## config.mk

```make
export PLATFORM = sky130hd
export DESIGN_NAME = uart_rx_core_flat
export DESIGN_NICKNAME = d
export VERILOG_FILES = /design/src/rtl/uart_rx_core_if.sv /design/src/rtl/uart_rx_core.sv /design/src/flat_wrapper.sv
export SDC_FILE = /design/constraint.sdc
export NUM_CORES = 1
export LEC_CHECK = 0
export CAP_MARGIN = 30
export CORE_ASPECT_RATIO = 0.75
export CORE_MARGIN = 3
export CORE_UTILIZATION = 53
export CTS_CLUSTER_DIAMETER = 50
export DETAILED_ROUTE_END_ITERATION = 8
export GPL_TIMING_DRIVEN = 0
export PLACE_DENSITY_LB_ADDON = 0.05
export SYNTH_ARGS = -nofsm -noshare
export SYNTH_HDL_FRONTEND = slang
export SYNTH_SLANG_ARGS = --single-unit
export TNS_END_PERCENT = 100
```

## constraint.sdc

```tcl
create_clock -name CLOCK_50 -period 3.7 [get_ports CLOCK_50]
set_input_delay 0.555 -clock CLOCK_50 [delete_from_list [all_inputs] [get_ports CLOCK_50]]
set_output_delay 0.555 -clock CLOCK_50 [all_outputs]
set_load 0.01 [all_outputs]
```

## src/rtl/uart_rx_core_if.sv

```systemverilog
`default_nettype none
// ============================================================================
//  Module      : uart_rx_core_if
//  Description : Serial line plus character-side valid/ready holding-register
//                bundle for uart_rx_core. The receiver uses the master modport
//                and the character consumer or board side uses the slave
//                modport.
//  Revision    : 1.0 - initial release
// ============================================================================
interface uart_rx_core_if #(
  parameter int DATA_BITS = 8
);
  logic                 DataIn;      // asynchronous serial line, idle high
  logic                 ready;       // consumer accepts the held character
  logic [DATA_BITS-1:0] DataOut;     // received character
  logic                 charRX;      // character valid, held until accepted
  logic                 parity_err;  // parity mismatch for the held character
  logic                 frame_err;   // a stop bit was sampled low
  logic                 overrun;     // at least one character was dropped
  logic                 busy;        // receiver is inside a frame

  // Receiver side
  modport master (
    input  DataIn,
    input  ready,
    output DataOut,
    output charRX,
    output parity_err,
    output frame_err,
    output overrun,
    output busy
  );

  // Line driver / character consumer side
  modport slave (
    output DataIn,
    output ready,
    input  DataOut,
    input  charRX,
    input  parity_err,
    input  frame_err,
    input  overrun,
    input  busy
  );
endinterface
`default_nettype wire

```

## src/rtl/uart_rx_core.sv

```systemverilog
`default_nettype none
// ============================================================================
//  Module      : uart_rx_core
//  Description : Oversampling UART receiver. It synchronises the line, aligns
//                the tick phase to the start edge and takes a 2-of-3 majority
//                vote around mid-bit. It supports 5..9 data bits, optional
//                odd/even parity and 1 or 2 stop bits. Each character goes
//                into a one-entry valid/ready holding register together with
//                its parity, framing and overrun flags.
//  Revision    : 1.0 - initial release
// ============================================================================
module uart_rx_core #(
  parameter int TICK_DIV   = 27,  // clock cycles per oversample tick
  parameter int OVERSAMPLE = 16,  // ticks per bit (even, >= 8)
  parameter int DATA_BITS  = 8,   // 5..9, LSB first
  parameter int PARITY     = 0,   // 0 none, 1 odd, 2 even
  parameter int STOP_BITS  = 1    // 1 or 2
) (
  input wire             CLOCK_50,
  input wire             reset,   // synchronous, active low
  uart_rx_core_if.master bus
);

  // --------------------------------------------------------------------------
  // Derived constants
  // --------------------------------------------------------------------------
  localparam int TICK_W = (TICK_DIV > 1) ? $clog2(TICK_DIV) : 1;
  localparam int OS_W   = $clog2(OVERSAMPLE);
  localparam int BIT_W  = $clog2(DATA_BITS + 1);
  localparam int MID    = OVERSAMPLE / 2;

  localparam logic [TICK_W-1:0] TICK_LAST = TICK_W'(TICK_DIV - 1);
  localparam logic [OS_W-1:0]   OS_SAMP0  = OS_W'(MID - 1);
  localparam logic [OS_W-1:0]   OS_SAMP1  = OS_W'(MID);
  localparam logic [OS_W-1:0]   OS_VOTE   = OS_W'(MID + 1);
  localparam logic [OS_W-1:0]   OS_LAST   = OS_W'(OVERSAMPLE - 1);
  localparam logic [BIT_W-1:0]  DATA_LAST = BIT_W'(DATA_BITS - 1);
  localparam logic [BIT_W-1:0]  STOP_LAST = BIT_W'(STOP_BITS - 1);
  localparam logic              PAR_ODD   = (PARITY == 1);

  typedef enum logic [2:0] {
    ST_IDLE   = 3'd0,
    ST_START  = 3'd1,
    ST_DATA   = 3'd2,
    ST_PARITY = 3'd3,
    ST_STOP   = 3'd4
  } state_t;

  // --------------------------------------------------------------------------
  // State
  // --------------------------------------------------------------------------
  logic                 sync1_q, sync2_q;
  state_t               state_q;
  logic [TICK_W-1:0]    tick_cnt_q;
  logic [OS_W-1:0]      os_cnt_q;
  logic [BIT_W-1:0]     bit_cnt_q;
  logic [DATA_BITS-1:0] shift_q;
  logic                 s0_q, s1_q;   // first two of the three mid-bit samples
  logic                 armed_q;      // line seen high since the last start
  logic                 par_q;        // parity error of the frame in flight
  logic                 frm_q;        // stop-bit error of the frame in flight
  logic                 busy_q;

  logic [DATA_BITS-1:0] data_q;
  logic                 charrx_q, perr_q, ferr_q, ovr_q;

  // --------------------------------------------------------------------------
  // Combinational helpers
  // --------------------------------------------------------------------------
  logic rx_s;
  logic tick, samp0, samp1, vote_tick, bit_end, vote, start_det;
  logic done_d, ferr_d;

  assign rx_s = sync2_q;

  // Tick strobe, sample points and the majority vote on the third sample
  always_comb begin
    tick      = (tick_cnt_q == TICK_LAST);
    samp0     = tick && (os_cnt_q == OS_SAMP0);
    samp1     = tick && (os_cnt_q == OS_SAMP1);
    vote_tick = tick && (os_cnt_q == OS_VOTE);
    bit_end   = tick && (os_cnt_q == OS_LAST);
    vote      = (s0_q & s1_q) | (s0_q & rx_s) | (s1_q & rx_s);
    start_det = (state_q == ST_IDLE) && armed_q && !rx_s;
    done_d    = (state_q == ST_STOP) && vote_tick && (bit_cnt_q == STOP_LAST);
    ferr_d    = frm_q | ~vote;
  end

  // Two-flop synchroniser, idle-high reset so reset does not look like a start
  always_ff @(posedge CLOCK_50) begin
    if (!reset) begin
      sync1_q <= 1'b1;
      sync2_q <= 1'b1;
    end else begin
      sync1_q <= bus.DataIn;
      sync2_q <= sync1_q;
    end
  end

  // Receive FSM with tick/oversample/bit counters and the shift register
  always_ff @(posedge CLOCK_50) begin
    if (!reset) begin
      state_q    <= ST_IDLE;
      tick_cnt_q <= '0;
      os_cnt_q   <= '0;
      bit_cnt_q  <= '0;
      shift_q    <= '0;
      s0_q       <= 1'b0;
      s1_q       <= 1'b0;
      armed_q    <= 1'b1;
      par_q      <= 1'b0;
      frm_q      <= 1'b0;
      busy_q     <= 1'b0;
    end else begin
      // Free-running tick divider; rezeroed below on a start edge
      tick_cnt_q <= tick ? '0 : tick_cnt_q + 1'b1;

      if (tick && (state_q != ST_IDLE)) begin
        os_cnt_q <= (os_cnt_q == OS_LAST) ? '0 : os_cnt_q + 1'b1;
      end
      if (samp0) s0_q <= rx_s;
      if (samp1) s1_q <= rx_s;

      case (state_q)
        ST_IDLE: begin
          os_cnt_q  <= '0;
          bit_cnt_q <= '0;
          if (start_det) begin
            state_q    <= ST_START;
            tick_cnt_q <= '0;
            armed_q    <= 1'b0;
            par_q      <= 1'b0;
            frm_q      <= 1'b0;
            busy_q     <= 1'b1;
          end else if (rx_s) begin
            armed_q <= 1'b1;
          end
        end

        ST_START: begin
          // A high vote at mid-bit means the edge was noise
          if (vote_tick && vote) begin
            state_q <= ST_IDLE;
            busy_q  <= 1'b0;
          end else if (bit_end) begin
            state_q   <= ST_DATA;
            bit_cnt_q <= '0;
          end
        end

        ST_DATA: begin
          if (vote_tick) begin
            shift_q <= {vote, shift_q[DATA_BITS-1:1]};
          end
          if (bit_end) begin
            if (bit_cnt_q == DATA_LAST) begin
              bit_cnt_q <= '0;
              state_q   <= (PARITY != 0) ? ST_PARITY : ST_STOP;
            end else begin
              bit_cnt_q <= bit_cnt_q + 1'b1;
            end
          end
        end

        ST_PARITY: begin
          if (vote_tick) begin
            par_q <= (^shift_q) ^ vote ^ PAR_ODD;
          end
          if (bit_end) begin
            state_q   <= ST_STOP;
            bit_cnt_q <= '0;
          end
        end

        ST_STOP: begin
          // Leave on the last stop vote, not the bit end, to absorb baud skew
          if (vote_tick) begin
            if (!vote) frm_q <= 1'b1;
            if (bit_cnt_q == STOP_LAST) begin
              state_q   <= ST_IDLE;
              bit_cnt_q <= '0;
              busy_q    <= 1'b0;
            end else begin
              bit_cnt_q <= bit_cnt_q + 1'b1;
            end
          end
        end

        default: begin
          state_q <= ST_IDLE;
          busy_q  <= 1'b0;
        end
      endcase
    end
  end

  // One-entry holding register: load on completion, drop with overrun if full
  always_ff @(posedge CLOCK_50) begin
    if (!reset) begin
      data_q   <= '0;
      charrx_q <= 1'b0;
      perr_q   <= 1'b0;
      ferr_q   <= 1'b0;
      ovr_q    <= 1'b0;
    end else if (done_d) begin
      if (!charrx_q || bus.ready) begin
        data_q   <= shift_q;
        charrx_q <= 1'b1;
        perr_q   <= par_q;
        ferr_q   <= ferr_d;
        ovr_q    <= 1'b0;
      end else begin
        ovr_q <= 1'b1;
      end
    end else if (bus.ready && charrx_q) begin
      charrx_q <= 1'b0;
      perr_q   <= 1'b0;
      ferr_q   <= 1'b0;
      ovr_q    <= 1'b0;
    end
  end

  assign bus.DataOut    = data_q;
  assign bus.charRX     = charrx_q;
  assign bus.parity_err = perr_q;
  assign bus.frame_err  = ferr_q;
  assign bus.overrun    = ovr_q;
  assign bus.busy       = busy_q;

endmodule
`default_nettype wire

```

## src/flat_wrapper.sv

```systemverilog
// flat-port wrapper written by rule: the top's interface ports become plain ports
module uart_rx_core_flat 
#(
  parameter int TICK_DIV   = 27,                                     
  parameter int OVERSAMPLE = 16,                               
  parameter int DATA_BITS  = 8,                     
  parameter int PARITY     = 0,                           
  parameter int STOP_BITS  = 1             
)
  (CLOCK_50, reset, bus_DataIn, bus_ready, bus_DataOut, bus_charRX, bus_parity_err, bus_frame_err, bus_overrun, bus_busy);
  uart_rx_core_if #(.DATA_BITS(DATA_BITS)) bus_i ();
  input wire CLOCK_50;
  input wire reset;
  input wire logic [$bits(bus_i.DataIn)-1:0] bus_DataIn;
  input wire logic [$bits(bus_i.ready)-1:0] bus_ready;
  output wire logic [$bits(bus_i.DataOut)-1:0] bus_DataOut;
  output wire logic [$bits(bus_i.charRX)-1:0] bus_charRX;
  output wire logic [$bits(bus_i.parity_err)-1:0] bus_parity_err;
  output wire logic [$bits(bus_i.frame_err)-1:0] bus_frame_err;
  output wire logic [$bits(bus_i.overrun)-1:0] bus_overrun;
  output wire logic [$bits(bus_i.busy)-1:0] bus_busy;
  assign bus_i.DataIn = bus_DataIn;
  assign bus_i.ready = bus_ready;
  assign bus_DataOut = bus_i.DataOut;
  assign bus_charRX = bus_i.charRX;
  assign bus_parity_err = bus_i.parity_err;
  assign bus_frame_err = bus_i.frame_err;
  assign bus_overrun = bus_i.overrun;
  assign bus_busy = bus_i.busy;
  uart_rx_core #(.TICK_DIV(TICK_DIV), .OVERSAMPLE(OVERSAMPLE), .DATA_BITS(DATA_BITS), .PARITY(PARITY), .STOP_BITS(STOP_BITS)) u_core (.CLOCK_50(CLOCK_50), .reset(reset), .bus(bus_i));
endmodule
```

## Word level (Yosys, flattened, before mapping)

Index checks and enable logic that the tools add are counted.

| storage, ports and cells | value |
|---|---|
| bits in registers | 44 |
| output and inout bits | 13 |
| input port bits | 4 |

| cells by class | value |
|---|---|
| muxes and demuxes | 42 |
| reduce and logical (&&, ||, !) cells | 34 |
| bitwise logic cells | 10 |
| eq/ne operators | 22 |
| add/subtract/negate cells | 3 |

Operators with widths:

| operator | count |
|---|---|
| 4-bit 2-to-1 mux | 7 |
| 3-bit 2-to-1 mux | 8 |
| 4-bit one-hot mux with 5 select lines | 1 |
| 1-bit 2-to-1 mux | 19 |
| 5-bit 2-to-1 mux | 3 |
| 3-bit one-hot mux with 5 select lines | 1 |
| 2-bit by 1-bit != test with 1-bit output, second input constant | 7 |
| 4-bit equality test, second input constant | 3 |
| 1-bit logical AND | 11 |
| 4-bit by 1-bit adder with 4-bit output, second input constant | 2 |
| 4-bit by 3-bit equality test with 1-bit output, second input constant | 2 |
| 2-bit != test, second input constant | 4 |
| 2-bit AND reduction | 4 |
| 4-bit AND reduction | 2 |
| 2-bit nonzero test | 4 |
| 8-bit parity | 1 |
| 7-bit AND reduction | 1 |
| 3-bit by 2-bit equality test with 1-bit output, second input constant | 2 |
| 5-bit by 1-bit adder with 5-bit output, second input constant | 1 |
| 5-bit equality test, second input constant | 1 |
| 5-bit AND reduction | 1 |
| 5-bit nonzero test | 1 |
| 4-bit zero test | 1 |
| 1-bit one-hot mux with 2 select lines | 2 |
| 14 further kinds | 22 |

## Depth between registers and ports, before layout

Gate-level depths: netlist (run 1).

| depth | value |
|---|---|
| word-level depth | 7 |
| gate-level depth with buffers | 9 |
| depth with buffers taken out | 7 |

## Worst setup path before layout (run 1)

No wires, ideal clock.

| timing | value |
|---|---|
| path kind | register -> register |
| start | register u_core.tick_cnt_q[0] |
| end | register u_core.state_q[1] |
| period minus slack after synthesis | 1720 ps |
| cell stages (with the launch flop) | 10 |
| setup slack | 1980 ps |
| data arrival time | 1640 ps |
| buffers on the path | 2 |
| setup time | 79 ps |
| required time | 3621 ps |
| path through | dfxtp_1 > inv_1 > ha_1 > and4b_1 > buf_6 > and3_4 > buf_6 > a211oi_4 > a21oi_2 > a211oi_2 |

| between the ends | value |
|---|---|
| word-level cells in the longest chain between the ends | 5 |

Ends and longest elaborated chain:

| item | RTL line | text |
|---|---|---|
| start: declaration | uart_rx_core.sv:54 | `logic [TICK_W-1:0] tick_cnt_q;` |
| start signal: assignment | uart_rx_core.sv:116 | `tick_cnt_q <= tick ? '0 : tick_cnt_q + 1'b1;` |
| 5-bit equality test * | uart_rx_core.sv:78 | `tick = (tick_cnt_q == TICK_LAST);` |
| 1-bit logical AND | uart_rx_core.sv:81 | `vote_tick = tick && (os_cnt_q == OS_VOTE);` |
| 1-bit logical AND | uart_rx_core.sv:142 | `if (vote_tick && vote) begin` |
| 3-bit by 1-bit != test with 1-bit output (no source line) / 3-bit 2-to-1 mux (equally long branches) | n/a |  |
| 7-bit AND reduction (no source line) / 3-bit one-hot mux with 5 select lines (equally long branches) | n/a |  |
| end signal: assignment | uart_rx_core.sv:158 | `state_q <= (PARITY != 0) ? ST_PARITY : ST_STOP;` |
| end: declaration | uart_rx_core.sv:53 | `state_t state_q;` |

Mark *: on every way between the ends. The rest lies on a longest branch, timed or not.
A chain may end at the register's enable or synchronous reset.

## Worst setup path in the final report (run 1)

| timing | value |
|---|---|
| start | register u_core.bit_cnt_q[0] |
| end | register u_core.data_q[0] (netlist: u_core.bus.DataOut[0]) |

| between the ends | value |
|---|---|
| word-level cells in the longest chain between the ends | 3 |

Ends and longest elaborated chain:

| item | RTL line | text |
|---|---|---|
| start: declaration | uart_rx_core.sv:56 | `logic [BIT_W-1:0] bit_cnt_q;` |
| start signal: assignment | uart_rx_core.sv:160 | `bit_cnt_q <= bit_cnt_q + 1'b1;` |
| start signal: assignment | uart_rx_core.sv:184 | `bit_cnt_q <= bit_cnt_q + 1'b1;` |
| 4-bit zero test | uart_rx_core.sv:85 | `done_d = (state_q == ST_STOP) && vote_tick && (bit_cnt_q == STOP_LAST);` |
| 1-bit logical AND | uart_rx_core.sv:85 |  |
| 2-bit AND reduction (no source line) | n/a |  |
| end signal: assignment | uart_rx_core.sv:207 | `data_q <= shift_q;` |
| end: declaration | uart_rx_core.sv:64 | `logic [DATA_BITS-1:0] data_q;` |

Every way passes these cells.

==> results.md, run 1 <==
- Async SR Flop Fraction: 0
- Residual DRC: 0
- WHS: 418 ps
- Setup CP Type: register to register
- Final ANT Viol Nets: 0
- EDFF count, synth: 0
- R2r startpoint: u_core.bit_cnt_q[0]$_SDFFE_PN0P_
- Crit path DAT: 2240 ps
- Die ar.: 4770 sq um
- Clock transition at the registers of the reported paths: 80 ps
- Layout fillers: 319
- Routed wire length: 4.16 mm
- Hold_sp: u_core.sync1_q$_SDFF_PN1_
- Slew Viols, Final: 0
- Slew headroom: 0.632
- Post-cts sizing count: 0
- Worst Path Required: 3870 ps
- Synth area leaders: dfxtp_1 (42%), mux2i_1 (6.7%), nor2_1 (5.5%)
- Setup Slack @ Placement: 1730 ps
- HP Class: register to register
- Die height: 60.5 um
- Share of the yosys chip area belonging to registers: 0.419
- Final setup margin: 1620 ps
- Max Freq: 482 MHz
- Total Power: 0.883 mW
- RSZ-0062 raised after global routing: false
- Clock tree buffer depth: 2
- H-tree Lvls: 2
- Max rail drop VDD: 248 uV
- Syn Inst Count: 230
- Number of global-route vias before repair: 1470
- Post-synth top area cell: dfxtp_1
- Clock Skews: 5.32 ps
- Final setup vio count: 0
- Footprint of the multi-input gates: 1140 sq um
- Root Buffer: clkbuf_8
- Post-CTS Setup Repair Bufs: 0
- Core Rows: 19
- Leak: 0.876 nW
- Final GP Congestion: 0.848
- Worst Max-Slew Pin Slew: 552 ps
- CTS tree: done
- Starting Density: 0.563
- Crit end category: register
- #FFs+latches synth: 44
- Post-layout nets: 263
- Max_cap viols: 0
- Critical path's slowest cell: nor3b_1
- Period utilisation layout: 0.561
- Sequential Area: 881 sq um
- CORE AREA: 3730 sq um
- Cell family with most CP delay: simple AND/OR/NAND/NOR gates
- Final Hold Fails: 0
- Grt ovf: 0
- I/O pin count: 17
- CP peak stage delay: 440 ps
- Synthesized area: 2100 sq um
- Synth Flop Type: dfxtp_1
- N_diodes: 0
- Synth cell types: 49
- Num CTS Buffers: 5
- Via Count: 1637
- Post-detail-place hpwl: 2.87 mm
- CTS sink cnt: 44
- First-pass GRT wire length: 7.16 mm
- Yosys Warn Count: 0
- Commonest non-fill, non-tap cell in the layout: dfxtp_1
- Crit-path max FO: 10
- Final Critical Period: 2080 ps
- Most frequent cells in the layout: dfxtp_1 (44), nor2_1 (31), nand2_1 (21)
- Post-synth top area share: 0.419
- Status: complete, no violations
- I/O Buffers: 15
- Mapped Avg Cell Area: 9.14 sq um
- Routed WL per cell: 13.6 um
- Total GRT Usage: 0.196
- Critical path, cell by cell: inv_1 -> ha_1 -> nor3b_1 -> nand3_1 -> nor3_1 -> buf_4 -> mux2i_1 -> nor2_1
- Clock latency at the later pin of the worst-skew pair: 290 ps
- P&R area growth vs syn: 15.4%
- Final core occ: 0.650
- TritonRoute pass-1 iters: 4
- Worst setup startpoint: u_core.bit_cnt_q[0]$_SDFFE_PN0P_
- Iter 0 DRT Violations: 90
- Critical Path Start Type: register
- Buf/Inv on CP: 2
- Setup tns final: 0 ps
- Syn_nets: 241
- CTS Hold Buffers Added: 0
- Layout cells sized above 1: 0.111
- DIE WIDTH: 78.7 um
- Post-DR vias/cell: 5.37
- Initial antenna violation count: 0
- PwrDens: 364 nW/um^2
- Largest net degree at the start of global routing: 14
## registers in the layout (all words and copies together), names as in the netlist, 3 cells and up
name	count
u_core.tick_cnt_q	5
u_core.shift_q	8
u_core.bit_cnt_q	4
u_core.state_q	3
u_core.bus.DataOut	8
u_core.os_cnt_q	4
## path summary, 6_finish.rpt
path / to / slack [ps] / cells past startpoint
setup / recovery: u_core.bus.DataOut[0]$_SDFFE_PN0P_ / 1620 / 8
hold / removal: u_core.rx_s$_SDFF_PN1_ / 420 / 1
setup reg to reg: u_core.bus.DataOut[0]$_SDFFE_PN0P_ / 1620 / 8
hold reg to reg: u_core.rx_s$_SDFF_PN1_ / 420 / 1
## layer usage
metal,up-vias,global-route usage,routed length [um]
met1,766,0.291,2300
met4,0,0.0449,18
met3,2,0.0593,195
li1,838,-,-
met5,-,0,0
met2,31,0.277,1650
## kinds of logic (layout without fill, tap and decap cells)
logic type               after synthesis  count (layout)  share of synthesized area
flip-flops                            44              44                      0.419
AND/OR/NAND/NOR                      100             100                      0.243
buffers and inverters                 15              38                     0.0393
adder cells (fa/ha/maj)                7               7                     0.0417
AO/OA/AOI/OAI                         37              37                      0.128
XOR/XNOR                              12              12                     0.0565
multiplexers                          15              15                     0.0720
## per-stage QoR
stage               cells  cell area [sq um]
CTS                   305               2420
floorplan             230               2100
global placement      297               2320
finish                305               2420
detailed placement    297               2320
global route          305               2420
## synth_stat cells (all sizes together) (2+ instances only)
cell / instances
dfxtp: 44
nor2: 31
nand2: 22
nand3: 20
a21oi: 16
mux2i: 14
ha: 7
inv: 7
xnor2: 7
o21ai: 6
buf: 5
and3: 4
nor3: 4
nor3b: 4
xor2: 4
a211oi: 3
clkbuf: 3
nor2b: 3
and4b: 2
nand2b: 2
o21a: 2
or2: 2
or3: 2
## power by group
group	switching, mW	internal, mW	total [mW]	leakage, nW
clock network	0.160	0.200	0.360	0.0552
logic	0.0224	0.0150	0.0373	0.465
registers	0.00588	0.480	0.485	0.356
## layout make-up
| class | instances | area share |
|---|---|---|
| Inverter | 7 | 0.0108 |
| Timing Repair Buffer | 15 | 0.0619 |
| Clock buffer | 6 | 0.0299 |
| Clock inverter | 2 | 0.0144 |
| Multi-Input combinational cell | 171 | 0.470 |
| Tap cell | 52 | 0.0268 |
| Sequential cell | 44 | 0.363 |
| Buffer | 8 | 0.0232 |
Note: power is estimated with default switching activity, not from simulation.
==> run 2: changes to the inputs <==
--- a/config.mk
+++ b/config.mk
@@ -8,7 +8,7 @@
 export CAP_MARGIN = 30
 export CORE_ASPECT_RATIO = 0.75
 export CORE_MARGIN = 3
-export CORE_UTILIZATION = 53
+export CORE_UTILIZATION = 51
 export CTS_CLUSTER_DIAMETER = 50
 export DETAILED_ROUTE_END_ITERATION = 8
 export GPL_TIMING_DRIVEN = 0
==> constraint.sdc (replaced) <==
create_clock -name CLOCK_50 -period 1.9 [get_ports CLOCK_50]
set_input_delay 0.285 -clock CLOCK_50 [delete_from_list [all_inputs] [get_ports CLOCK_50]]
set_output_delay 0.285 -clock CLOCK_50 [all_outputs]
set_load 0.01 [all_outputs]
==> run 2 against run 1 <==
  * Combinational power rose by 120%
  * Register-to-register slack got worse by 1500 ps
  * Cell count grew 0.33%
  * Total power up 79%
  * Via count shrank 1.3%
  * Clock-buffer cell count is the same
  * Clock skew is 0.58 ps higher
  * Core utilization rose by 0.36 points
  * Sequential power is 95% higher
  * Die area grew 3.6%
  * Critical endpoint is now u_core.state_q[1]$_SDFFE_PN0P_
  * Non-clock buffer count rose by 2
==> results.md, run 2 (synthesis gave the netlist of run 1 again) <==
- Status: complete, no violations
- Layout cells sized above 1: 0.146
- Post-detail-place hpwl: 2.81 mm
- Routed WL per cell: 14.3 um
- PwrDens: 636 nW/um^2
- Slew headroom: 0.626
- Crit-path max FO: 8
- R2r startpoint: u_core.tick_cnt_q[0]$_SDFF_PN0_
- Largest net degree at the start of global routing: 13
- Final Critical Period: 1820 ps
- HP Class: input pin to register
- CP peak stage delay: 350 ps
- Reg-to-reg endpoint: u_core.state_q[1]$_SDFFE_PN0P_
- Number of global-route vias before repair: 1452
- I/O Buffers: 15
- Hold_sp: reset
- Post-DR vias/cell: 5.28
- Crit end category: register
- Root Buffer: clkbuf_8
- Setup tns final: 0 ps
- N_diodes: 0
- Die height: 61.6 um
- End of the worst hold path: u_core.armed_q$_SDFFE_PN1P_
- Critical Path Start Type: register
- Commonest non-fill, non-tap cell in the layout: dfxtp_1
- Final ANT Viol Nets: 0
- CTS Hold Buffers Added: 0
- CORE AREA: 3800 sq um
- Max Freq: 548 MHz
- Critical path, cell by cell: inv_1 -> ha_1 -> and4b_1 -> buf_6 -> a211oi_4 -> or2_4 -> nor2_1 -> a211oi_2
- Max rail drop VDD: 493 uV
- RSZ-0062 raised after global routing: true
- Clock transition at the registers of the reported paths: 80 ps
- H-tree Lvls: 2
- Core Rows: 19
- Worst Max-Slew Pin Slew: 561 ps
- DIE WIDTH: 80.1 um
- Final setup vio count: 0
- Total Power: 1.58 mW
- Setup CP Type: register to register
- Final setup margin: 75.1 ps
- Critical path's slowest cell: dfxtp_2
- Setup Slack @ Placement: -94.1 ps
- Via Count: 1615
- Register-to-register setup slack: 80 ps
- Post-layout nets: 265
- CTS tree: done
- Initial antenna violation count: 0
- Leak: 0.892 nW
- Grt ovf: 0
- DP Cell Count: 297
- First-pass GRT wire length: 7.07 mm
- Total GRT Usage: 0.187
- Starting Density: 0.553
- Die ar.: 4940 sq um
- Final GP Congestion: 0.784
- Clock tree buffer depth: 2
- I/O pin count: 17
- TritonRoute pass-1 iters: 4
- CTS sink cnt: 44
- Clock Skews: 5.90 ps
- Layout Cells excl Fill: 306
- Clock latency at the later pin of the worst-skew pair: 290 ps
- Worst Path Required: 2120 ps
- Residual DRC: 0
- Final core occ: 0.653
- Layout fillers: 354
- Max_cap viols: 0
- Period utilisation layout: 0.960
- Most frequent cells in the layout: dfxtp_1 (43), nor2_1 (31), nand2_1 (21)
- Reg2Reg Depth: 8
- Crit path DAT: 2050 ps
- Routed wire length: 4.36 mm
- WHS Path Cells: 2
- Slew Viols, Final: 0
- P&R area growth vs syn: 18.2%
- Num CTS Buffers: 5
- Final Hold Fails: 0
- Iter 0 DRT Violations: 72
==> run 2: metrics by stage <==
stage / cell area (sq um) / hold slack, ps
global route: 2480 / 414
floorplan: 2100 / 386
detailed placement: 2320 / 392
global placement: 2320 / 388
finish: 2480 / 386
CTS: 2420 / 381
==> run 2: report_power, final <==
| group | switching, mW | internal, mW | total, mW |
|---|---|---|---|
| sequential | 0.0117 | 0.934 | 0.946 |
| clock | 0.302 | 0.250 | 0.552 |
| combinational | 0.0480 | 0.0333 | 0.0814 |
==> run 2: how the worst max path moves through the flow <==
stage | from | cells after the start | to | slack, ps
after CTS | u_core.tick_cnt_q[0]$_SDFF_PN0_ | 8 | u_core.state_q[1]$_SDFFE_PN0P_ | 30
after global placement | u_core.bit_cnt_q[0]$_SDFFE_PN0P_ | 8 | u_core.bus.DataOut[1]$_SDFFE_PN0P_ | -90
after detailed placement | u_core.bit_cnt_q[0]$_SDFFE_PN0P_ | 8 | u_core.bus.DataOut[0]$_SDFFE_PN0P_ | -90
after global routing | u_core.os_cnt_q[1]$_SDFFE_PP0P_ | 7 | u_core.state_q[1]$_SDFFE_PN0P_ | -30
after floorplan | u_core.tick_cnt_q[0]$_SDFF_PN0_ | 9 | u_core.state_q[1]$_SDFFE_PN0P_ | 180
final | u_core.tick_cnt_q[0]$_SDFF_PN0_ | 8 | u_core.state_q[1]$_SDFFE_PN0P_ | 80
==> run 2: cell type report <==
cell class                 instances  area, sq um  share of cell area
multi-input combinational        171         1210               0.486
sequential                        44          882               0.355
timing repair buffer              17          165              0.0665
clock buffer                       6         72.6              0.0292
tap                               52         65.1              0.0262
buffer                             8         60.1              0.0242
inverter                           7         26.3              0.0106
clock inverter                     1         5.00             0.00201
==> run 2: routing by layer <==
| metal | up-vias | routed length (um) | GRT usage |
|---|---|---|---|
| met5 | - | 0 | 0 |
| met4 | 0 | 48 | 0.0482 |
| met3 | 7 | 226 | 0.0526 |
| met2 | 30 | 1750 | 0.254 |
| met1 | 737 | 2340 | 0.285 |
| li1 | 841 | - | - |
==> run 2: critical path, delay by kind of cell, from the launching register on <==
family / cells / cell delay (ps)
flops: 1 / 350
buf+inv: 2 / 180
simple gates: 3 / 450
compound gates: 2 / 560
fa+ha+maj: 1 / 200
==> run 2: what timing repair did <==
action	CTS	global route
gates resized for setup	3	16
pin swaps	0	2
setup buffers	1	0
endpoints found under the setup margin	13	14
gates cloned	0	1
==> run 3: changes to the inputs <==
--- a/config.mk
+++ b/config.mk
@@ -5,10 +5,11 @@
 export SDC_FILE = /design/constraint.sdc
 export NUM_CORES = 1
 export LEC_CHECK = 0
+export ABC_AREA = 1
 export CAP_MARGIN = 30
 export CORE_ASPECT_RATIO = 0.75
 export CORE_MARGIN = 3
-export CORE_UTILIZATION = 51
+export CORE_UTILIZATION = 52
 export CTS_CLUSTER_DIAMETER = 50
 export DETAILED_ROUTE_END_ITERATION = 8
 export GPL_TIMING_DRIVEN = 0
==> run 3 against run 2 <==
  * Cell count increased by 16%
  * Design area down 1.1%
  * Clock power increased by 11%
  * Clock skew fell by 1.5 ps
  * Critical path depth rose by 2
  * Critical endpoint is now u_core.bus.DataOut[3]$_SDFFE_PN0P_
==> results.md, run 3 <==
- Clock transition at the registers of the reported paths: 80 ps
- Final Critical Period: 1670 ps
- Most instantiated cells after synthesis: nand2_1 (50), dfxtp_1 (44), nor2_1 (28)
- Slew Viols, Final: 0
- #FFs+latches synth: 44
- Period utilisation layout: 0.879
- Final ANT Viol Nets: 0
- Worst Max-Slew Pin Slew: 597 ps
- Final setup vio count: 0
- Setup CP Type: register to register
- Clock tree buffer depth: 2
- Final Hold Fails: 0
- Synth area leaders: dfxtp_1 (41%), nand2_1 (8.8%), a21oi_1 (5.9%)
- Routed wire length: 4.21 mm
- Dpl cell area: 2360 sq um
- Root Buffer: clkbuf_8
- Top cell by count, worst path: nand2_4
- WHS Path Cells: 1
- Critical path, cell by cell: inv_1 -> ha_1 -> nand2_1 -> nor2_4 -> nand2_4 -> clkinv_2 -> nand2_4 -> buf_6 -> nor3_1 -> nor2_1
- Iter 0 DRT Violations: 71
- Crit-path max FO: 10
- CP peak stage delay: 350 ps
- I/O pin count: 17
- TritonRoute pass-1 iters: 4
- Slew headroom: 0.602
- Max_cap viols: 0
- Most frequent cells in the layout: nand2_1 (50), dfxtp_1 (44), nor2_1 (28)
- DIE WIDTH: 80.0 um
- Syn_nets: 290
- Clock latency at the later pin of the worst-skew pair: 290 ps
- Hold_sp: u_core.sync1_q$_SDFF_PN1_
- H-tree Lvls: 2
- Routed WL per cell: 11.9 um
- Critical Path Start Type: register
- CORE AREA: 3800 sq um
- Setup tns final: 0 ps
- Crit end category: register
- Reg2Reg Depth: 10
- Max Freq: 599 MHz
- Number of global-route vias before repair: 1689
- Die ar.: 4930 sq um
- Synth Flop Type: dfxtp_1
- WHS: 423 ps
- Final core occ: 0.646
- Status: complete, no violations
- Syn Inst Count: 279
- CTS Hold Buffers Added: 0
- Comb pwr share: 0.351
- Post-synth top area cell: dfxtp_1
- Psw: 1.02 mW
- Seq pwr share: 0.416
- Starting Density: 0.562
- Residual DRC: 0
- HP Class: register to register
- Grt ovf: 0
- Cell family with most CP delay: simple AND/OR/NAND/NOR gates
- Final instance area: 2460 sq um
- Total GRT Usage: 0.198
- Async SR Flop Fraction: 0
- Cell internal pwr: 1.63 mW
- Clock share of power: 0.233
- N_diodes: 0
- Post-CTS Setup Repair Bufs: 0
- Layout cells sized above 1: 0.135
- First-pass GRT wire length: 7.62 mm
- Worst Path Required: 2080 ps
- Final GP Congestion: 0.795
- EDFF count, synth: 0
- Initial antenna violation count: 0
- Post-detail-place hpwl: 3.19 mm
- Buf/Inv on CP: 3
- Layout fillers: 344
- Clock Skews: 4.41 ps
- CTS sink cnt: 44
- Post-layout nets: 313
- Top-count cell post-synth: nand2_1
- Post-DR vias/cell: 5.12
- Largest net degree at the start of global routing: 14
- Critical path's slowest cell: dfxtp_1
- Mapped Avg Cell Area: 7.66 sq um
- R2r startpoint: u_core.tick_cnt_q[0]$_SDFF_PN0_
- P&R area growth vs syn: 14.9%
- Yosys Warn Count: 0
- Synthesized area: 2140 sq um
- Share of the yosys chip area belonging to registers: 0.412
- Max rail drop VDD: 565 uV
- Die height: 61.5 um
- Synth cell types: 33
- Reg-to-reg endpoint: u_core.bus.DataOut[3]$_SDFFE_PN0P_
- Post-synth top area share: 0.412
- Leak: 0.993 nW
- RSZ-0062 raised after global routing: false
- PwrDens: 1080 nW/um^2
- I/O Buffers: 16
- Crit path DAT: 1850 ps
- End of the worst hold path: u_core.rx_s$_SDFF_PN1_
- Post-cts sizing count: 0
- CTS tree: done
- Num CTS Buffers: 5
- Via Count: 1819
- Worst setup startpoint: u_core.tick_cnt_q[0]$_SDFF_PN0_
- Core Rows: 19
- Register-to-register setup slack: 230 ps
- Commonest non-fill, non-tap cell in the layout: nand2_1
- Sw frac: 0.384
-- run 3: cell count changes in the layout (fill, tap and decap cells not counted), sizes merged, moves of 3 or more --
cell,previous run,this run
inv,7,27
nand3,20,23
nor2b,3,0
and3,4,0
mux2i,14,0
buf,7,2
o21ai,6,20
nand2,22,58
nor2,31,36
nor3,4,12
a21oi,16,25
nor3b,4,0
-- run 3: cell type report --
class / count / area (sq um) / share of cell area
plain buffers: 4 / 23.8 / 0.00967
multi-input cells: 202 / 1120 / 0.457
inverters: 29 / 110 / 0.0448
repair buffers: 16 / 160 / 0.0652
clock buffers: 7 / 86.3 / 0.0351
well taps: 52 / 65.1 / 0.0265
clock inverters: 1 / 7.51 / 0.00305
flip-flops and latches: 44 / 881 / 0.358
-- run 3: routing by layer --
| layer | up-vias | wire (um) | GRT usage |
|---|---|---|---|
| met3 | 4 | 157 | 0.0482 |
| met2 | 27 | 1710 | 0.284 |
| li1 | 962 | - | - |
| met5 | - | 0 | 0 |
| met1 | 826 | 2310 | 0.299 |
| met4 | 0 | 31 | 0.0434 |
-- run 3: worst max-delay path by stage --
stage	to	depth (start not counted)	slack, ps
detailed placement	u_core.bus.frame_err$_SDFFE_PN0P_	6	210
global route	u_core.bus.DataOut[6]$_SDFFE_PN0P_	10	70
finish	u_core.bus.DataOut[3]$_SDFFE_PN0P_	10	230
floorplan	u_core.bus.DataOut[1]$_SDFFE_PN0P_	10	460
global placement	u_core.bus.frame_err$_SDFFE_PN0P_	6	230
CTS	u_core.bus.DataOut[3]$_SDFFE_PN0P_	10	230
-- run 3: power by group through the flow --
stage	combinational [mW]	clock [mW]	sequential (mW)
finish	0.928	0.614	1.10
global route	1.07	0.668	1.12
global placement	0.909	0	1.12
CTS	0.934	0.629	1.10
floorplan	0.773	0	1.10
detailed placement	0.930	0	1.12
-- run 3: logic make-up (layout without fill, tap and decap cells) --
group | after synthesis | in the layout | synth area share
flip-flops | 44 | 44 | 0.412
XOR/XNOR | 11 | 11 | 0.0451
AND/OR/NAND/NOR | 134 | 134 | 0.313
adder cells (fa/ha/maj) | 7 | 7 | 0.0410
buffers and inverters | 33 | 57 | 0.0626
AO/OA/AOI/OAI | 50 | 50 | 0.126
-- run 3: worst register-to-register path: stages (launching register included) --
cell and delay, ps:
dfxtp_1 350, inv_1 60, ha_1 160, nand2_1 90, nor2_4 190, nand2_4 80
clkinv_2 150, nand2_4 100, buf_6 160, nor3_1 150, nor2_1 70
-- run 3: per-stage QoR --
step | setup slack [ps] | cells | power, mW
2_1_floorplan | 457 | 279 | 1.87
3_3_place_gp | 227 | 347 | 2.03
3_5_place_dp | 205 | 347 | 2.05
4_1_cts | 234 | 355 | 2.66
5_1_grt | 65.2 | 355 | 2.85
6_report | 230 | 355 | 2.64
